==> src/rtl/input_debouncer.sv <==
// Synchronising debouncer: a SYNC_STAGES flop chain followed by a two-state qualifier
// that accepts a new level only after STABLE_CYCLES consecutive differing samples.
// Optional one-cycle rise/fall pulses are built when DEBOUNCE_EDGE_PULSE_EN is defined.
module input_debouncer #(
    parameter int SYNC_STAGES   = 2,
    parameter int STABLE_CYCLES = 16
) (
    input  logic clk,
    input  logic reset,
    input  logic din,
    output logic d_out,
    output logic rise,
    output logic fall,
    output logic busy
);
    localparam int CW = $clog2(STABLE_CYCLES + 1);
    localparam logic [CW-1:0] LAST_COUNT = CW'(STABLE_CYCLES - 1);

    typedef enum logic {
        ST_STABLE  = 1'b0,
        ST_PENDING = 1'b1
    } state_t;

    state_t                 r_state;
    state_t                 w_stateNext;
    logic [SYNC_STAGES-1:0] r_sync;
    logic [CW-1:0]          r_count;
    logic [CW-1:0]          w_countNext;
    logic                   r_dOut;
    logic                   w_dOutNext;
    logic                   r_busy;
    logic                   w_syncQ;
    logic                   w_differ;
    logic                   w_atLimit;

    always_ff @(posedge clk) begin
        if (!reset) begin
            r_sync <= '0;
        end else begin
            r_sync <= {r_sync[SYNC_STAGES-2:0], din};
        end
    end

    assign w_syncQ   = r_sync[SYNC_STAGES-1];
    assign w_differ  = (w_syncQ != r_dOut);
    // The current edge is the STABLE_CYCLES-th consecutive differing sample.
    assign w_atLimit = (r_count >= LAST_COUNT);

    always_comb begin
        w_stateNext = r_state;
        w_countNext = r_count;
        w_dOutNext  = r_dOut;
        case (r_state)
            ST_STABLE: begin
                w_countNext = '0;
                if (w_differ) begin
                    if (w_atLimit) begin
                        w_dOutNext = w_syncQ;
                    end else begin
                        w_stateNext = ST_PENDING;
                        w_countNext = r_count + CW'(1);
                    end
                end
            end
            ST_PENDING: begin
                if (!w_differ) begin
                    w_stateNext = ST_STABLE;
                    w_countNext = '0;
                end else if (w_atLimit) begin
                    w_stateNext = ST_STABLE;
                    w_countNext = '0;
                    w_dOutNext  = w_syncQ;
                end else begin
                    w_countNext = r_count + CW'(1);
                end
            end
            default: begin
                w_stateNext = ST_STABLE;
                w_countNext = '0;
            end
        endcase
    end

    always_ff @(posedge clk) begin
        if (!reset) begin
            r_state <= ST_STABLE;
            r_count <= '0;
            r_dOut  <= 1'b0;
            r_busy  <= 1'b0;
        end else begin
            r_state <= w_stateNext;
            r_count <= w_countNext;
            r_dOut  <= w_dOutNext;
            r_busy  <= (w_stateNext == ST_PENDING);
        end
    end

    assign d_out = r_dOut;
    assign busy  = r_busy;

`ifdef DEBOUNCE_EDGE_PULSE_EN
    logic r_rise;
    logic r_fall;

    always_ff @(posedge clk) begin
        if (!reset) begin
            r_rise <= 1'b0;
            r_fall <= 1'b0;
        end else begin
            r_rise <= w_dOutNext & ~r_dOut;
            r_fall <= ~w_dOutNext & r_dOut;
        end
    end

    assign rise = r_rise;
    assign fall = r_fall;
`else
    assign rise = 1'b0;
    assign fall = 1'b0;
`endif

endmodule

==> config.mk <==
export PLATFORM = sky130hd
export DESIGN_NAME = input_debouncer
export DESIGN_NICKNAME = d
export VERILOG_FILES = /design/src/rtl/input_debouncer.sv
export SDC_FILE = /design/constraint.sdc
export NUM_CORES = 1
export LEC_CHECK = 0
export CORE_AREA = 2 2 39 41
export DETAILED_ROUTE_END_ITERATION = 12
export DIE_AREA = 0 0 41 43
export DONT_BUFFER_PORTS = 1
export HOLD_SLACK_MARGIN = 0.08
export PLACE_DENSITY = 0.49
export SETUP_SLACK_MARGIN = 0.05
export SYNTH_ARGS = -nofsm -noshare
export SYNTH_HDL_FRONTEND = slang
export SYNTH_SLANG_ARGS = --single-unit
==> constraint.sdc <==
create_clock -name clk -period 1.9 [get_ports clk]
set_input_delay 0 -clock clk [delete_from_list [all_inputs] [get_ports clk]]
set_output_delay 0 -clock clk [all_outputs]
set_load 0.005 [all_outputs]
==> qor.txt <==
PostCTS Resize Cnt = 0
Drt drc = 0
CP startpoint kind = flop
Die footprint = 1763 um^2
CTS tree = done
Layout cell share with drive strength beyond 1 = 0.1250
Cell variety after synth = 17
Gp weighted congestion = 0.6373
Max stage delay cell, worst path = dfxtp_1
Worst setup EP type = flop
Inst Count DP = 50
Final-layout fill cell count = 155
Leak = 0.1764 nW
Detailed placement HPWL = 323.7 um
Main area contributors after synthesis = dfxtp_1 52%, ha_1 7.2%, nor2_1 5.4%
Setup WS post-layout = 0.4662 ns
Largest net degree at the start of global routing = 7
Core ar. = 1384 um^2
Drt total wl = 476 um
Max rail drop VDD = 0.3921 mV
Final #Nets = 46
Max Cap Viol = 0
Critical Path Max Stage Delay = 0.34 ns
Hold Crit Depth = 2
Sw Share = 0.1941
Critical path type = reg2reg
H-tree lvl count = 1
Register bit total from synthesis = 9
Total gr overflow = 0
Critical-path cell list = ha_1 -> and3_1 -> ha_1 -> nor2_2 -> nand4_2 -> nor2_1
Sink Count = 9
Setup TNS = 0 ns
Longest Clk Path Bufs = 2
Via count = 229
Slew Viols, Final = 0
Hold WC Path Type = in2reg
Fmax = 697.5 MHz
First-pass GRT wire length = 910 um
Die Ht = 43 um
Hold Violations, Final = 0
Port bufs = 0
# setup viols final = 0
Int Pwr = 0.2774 mW
CP max FO = 6
Root Buffer = clkbuf_4
Tcrit/Tclk final = 0.7546
Final Skew = 0.001125 ns
Clock-pin slew on the worst setup and hold paths = 0.06 ns
Ant. Diodes = 0
Sequential-to-total area share from yosys stat = 0.5180
Data required, critical path = 2.09 ns
Syn. warnings = 0
Layout area overhead = 15.83%
Minimum clock period = 1.434 ns
Unrepaired setup endpoints after global routing = no
Post-Syn Area = 347.8 um^2
DR WL/cell = 8.500 um
Mapped Cells = 35
Clk pwr share = 0.409
Top-area cell type share of the netlist area = 0.5180
Worst slack at placement = 0.4742 ns
GRT Total Usage = 0.08198
Avg Cell Area, Syn = 9.938 um^2
Most used cell, CP = ha_1
Worst Reg-to-Reg Cells = 6
Register area = 180.2 um^2
Pre-antenna DRT Iters = 2
Later-pin clock latency in the skew report = 0.25 ns
Initial detailed-routing violation count = 1
Crit path arrival time = 1.62 ns
Vias in the first global route = 214
Share of power burned in registers = 0.562
Sw Pwr = 0.06681 mW
Top-Level Pins = 7
Initial antenna violation count = 0
ANT nets after route = 0
Multi-input logic area = 145.1 um^2
Status = finished clean
Pwr per Cell Area = 854.4 nW/um^2
Initial Util = 0.2514
Die X = 41 um
Post-Layout Cell Count = 56
Via/cell ratio = 4.089
Logic pwr share = 0.028
Post-synth top area cell = dfxtp_1
Total CTS buffers = 3
Site row count = 14
routing by layer:
layer	global-route usage	up-vias	wire, um
met4	0.08000	0	11
li1	-	118	-
met2	0.1000	2	249
met1	0.1023	107	202
met3	0.03141	2	13
met5	0	-	0
critical path: cells and delay by family (launching register included):
| family | cells | cell delay (ns) |
|---|---|---|
| flip-flops | 1 | 0.34 |
| AND/OR/NAND/NOR | 4 | 0.62 |
| adder cells (fa/ha/maj) | 2 | 0.41 |
cell usage in the layout (no fill, tap or decap), types with 2 or more instances in the layout:
cell / netlist / routed
ha_1: 2 / 2
inv_1: 3 / 3
dfxtp_1: 9 / 9
dlygate4sd3_1: 0 / 2
xor2_1: 2 / 2
conb_1: 1 / 2
and2_1: 2 / 2
clkbuf_4: 0 / 3
nor2_1: 5 / 5
synth_stat cells:
library cell  number
a21oi_1            1
a41o_1             1
and2_1             2
and3_1             1
buf_4              2
conb_1             1
dfxtp_1            9
ha_1               2
inv_1              3
nand2_1            1
nand3_1            1
nand4_1            1
nand4_2            1
nor2_1             5
nor2_2             1
xnor2_1            1
xor2_1             2
flip-flops by register name (all words and copies together), names as in the netlist:
| name | cells |
|---|---|
| busy | 1 |
| r_sync | 2 |
| r_count | 5 |
| d_out | 1 |
power groups by stage:
stage	clock (mW)	combinational [mW]	sequential [mW]
2_1_floorplan	0	0.00777	0.197
3_3_place_gp	0	0.00551	0.198
3_5_place_dp	0	0.00543	0.198
4_1_cts	0.148	0.00979	0.194
5_1_grt	0.166	0.0118	0.194
6_report	0.141	0.00979	0.194
cells by family (layout without fill, tap and decap cells):
| logic type | after synthesis | in the layout | share of synthesized area |
|---|---|---|---|
| xor gates and xnor gates | 3 | 3 | 0.07555 |
| AOI/OAI and AO/OA | 2 | 2 | 0.04315 |
| adders and majority gates | 2 | 2 | 0.07193 |
| DFF | 9 | 9 | 0.5180 |
| other | 1 | 2 | 0.01078 |
| buffers and inverters | 5 | 9 | 0.07552 |
| and+or+nand+nor | 13 | 13 | 0.2050 |
stage by stage:
step | area (um^2) | total power, mW | hold WS [ns] | utilization
detailed placement | 356.6 | 0.2031 | 0.1287 | 0.2577
floorplan | 351.6 | 0.2051 | 0.1217 | -
global route | 402.9 | 0.3711 | 0.4252 | 0.2911
finish | 402.9 | 0.3442 | 0.4129 | 0.2911
global placement | 356.6 | 0.2031 | 0.1257 | 0.2577
CTS | 402.9 | 0.3510 | 0.4022 | 0.2911
path summary, 6_finish.rpt:
path / start / slack, ns / endpoint
setup / recovery: r_count[0] / 0.47 / r_count[2]
hold / removal: din / 0.41 / r_sync[0]
setup reg to reg: r_count[0] / 0.47 / r_count[2]
hold reg to reg: r_sync[0] / 0.43 / r_sync[1]
timing repair:
action	4_1_cts	5_1_grt
hold buffers	2	0
buffers inserted	0	0
hold endpoints to repair	9	0
area by class of cell:
cell class | count | share of cell area
Inverter | 3 | 0.02795
Sequential cell | 9 | 0.4472
Timing Repair Buffer | 2 | 0.04969
Clock buffer | 4 | 0.06522
Tap cell | 16 | 0.04969
Multi-Input combinational cell | 22 | 0.3602
Power figures use the tool's default switching activity.
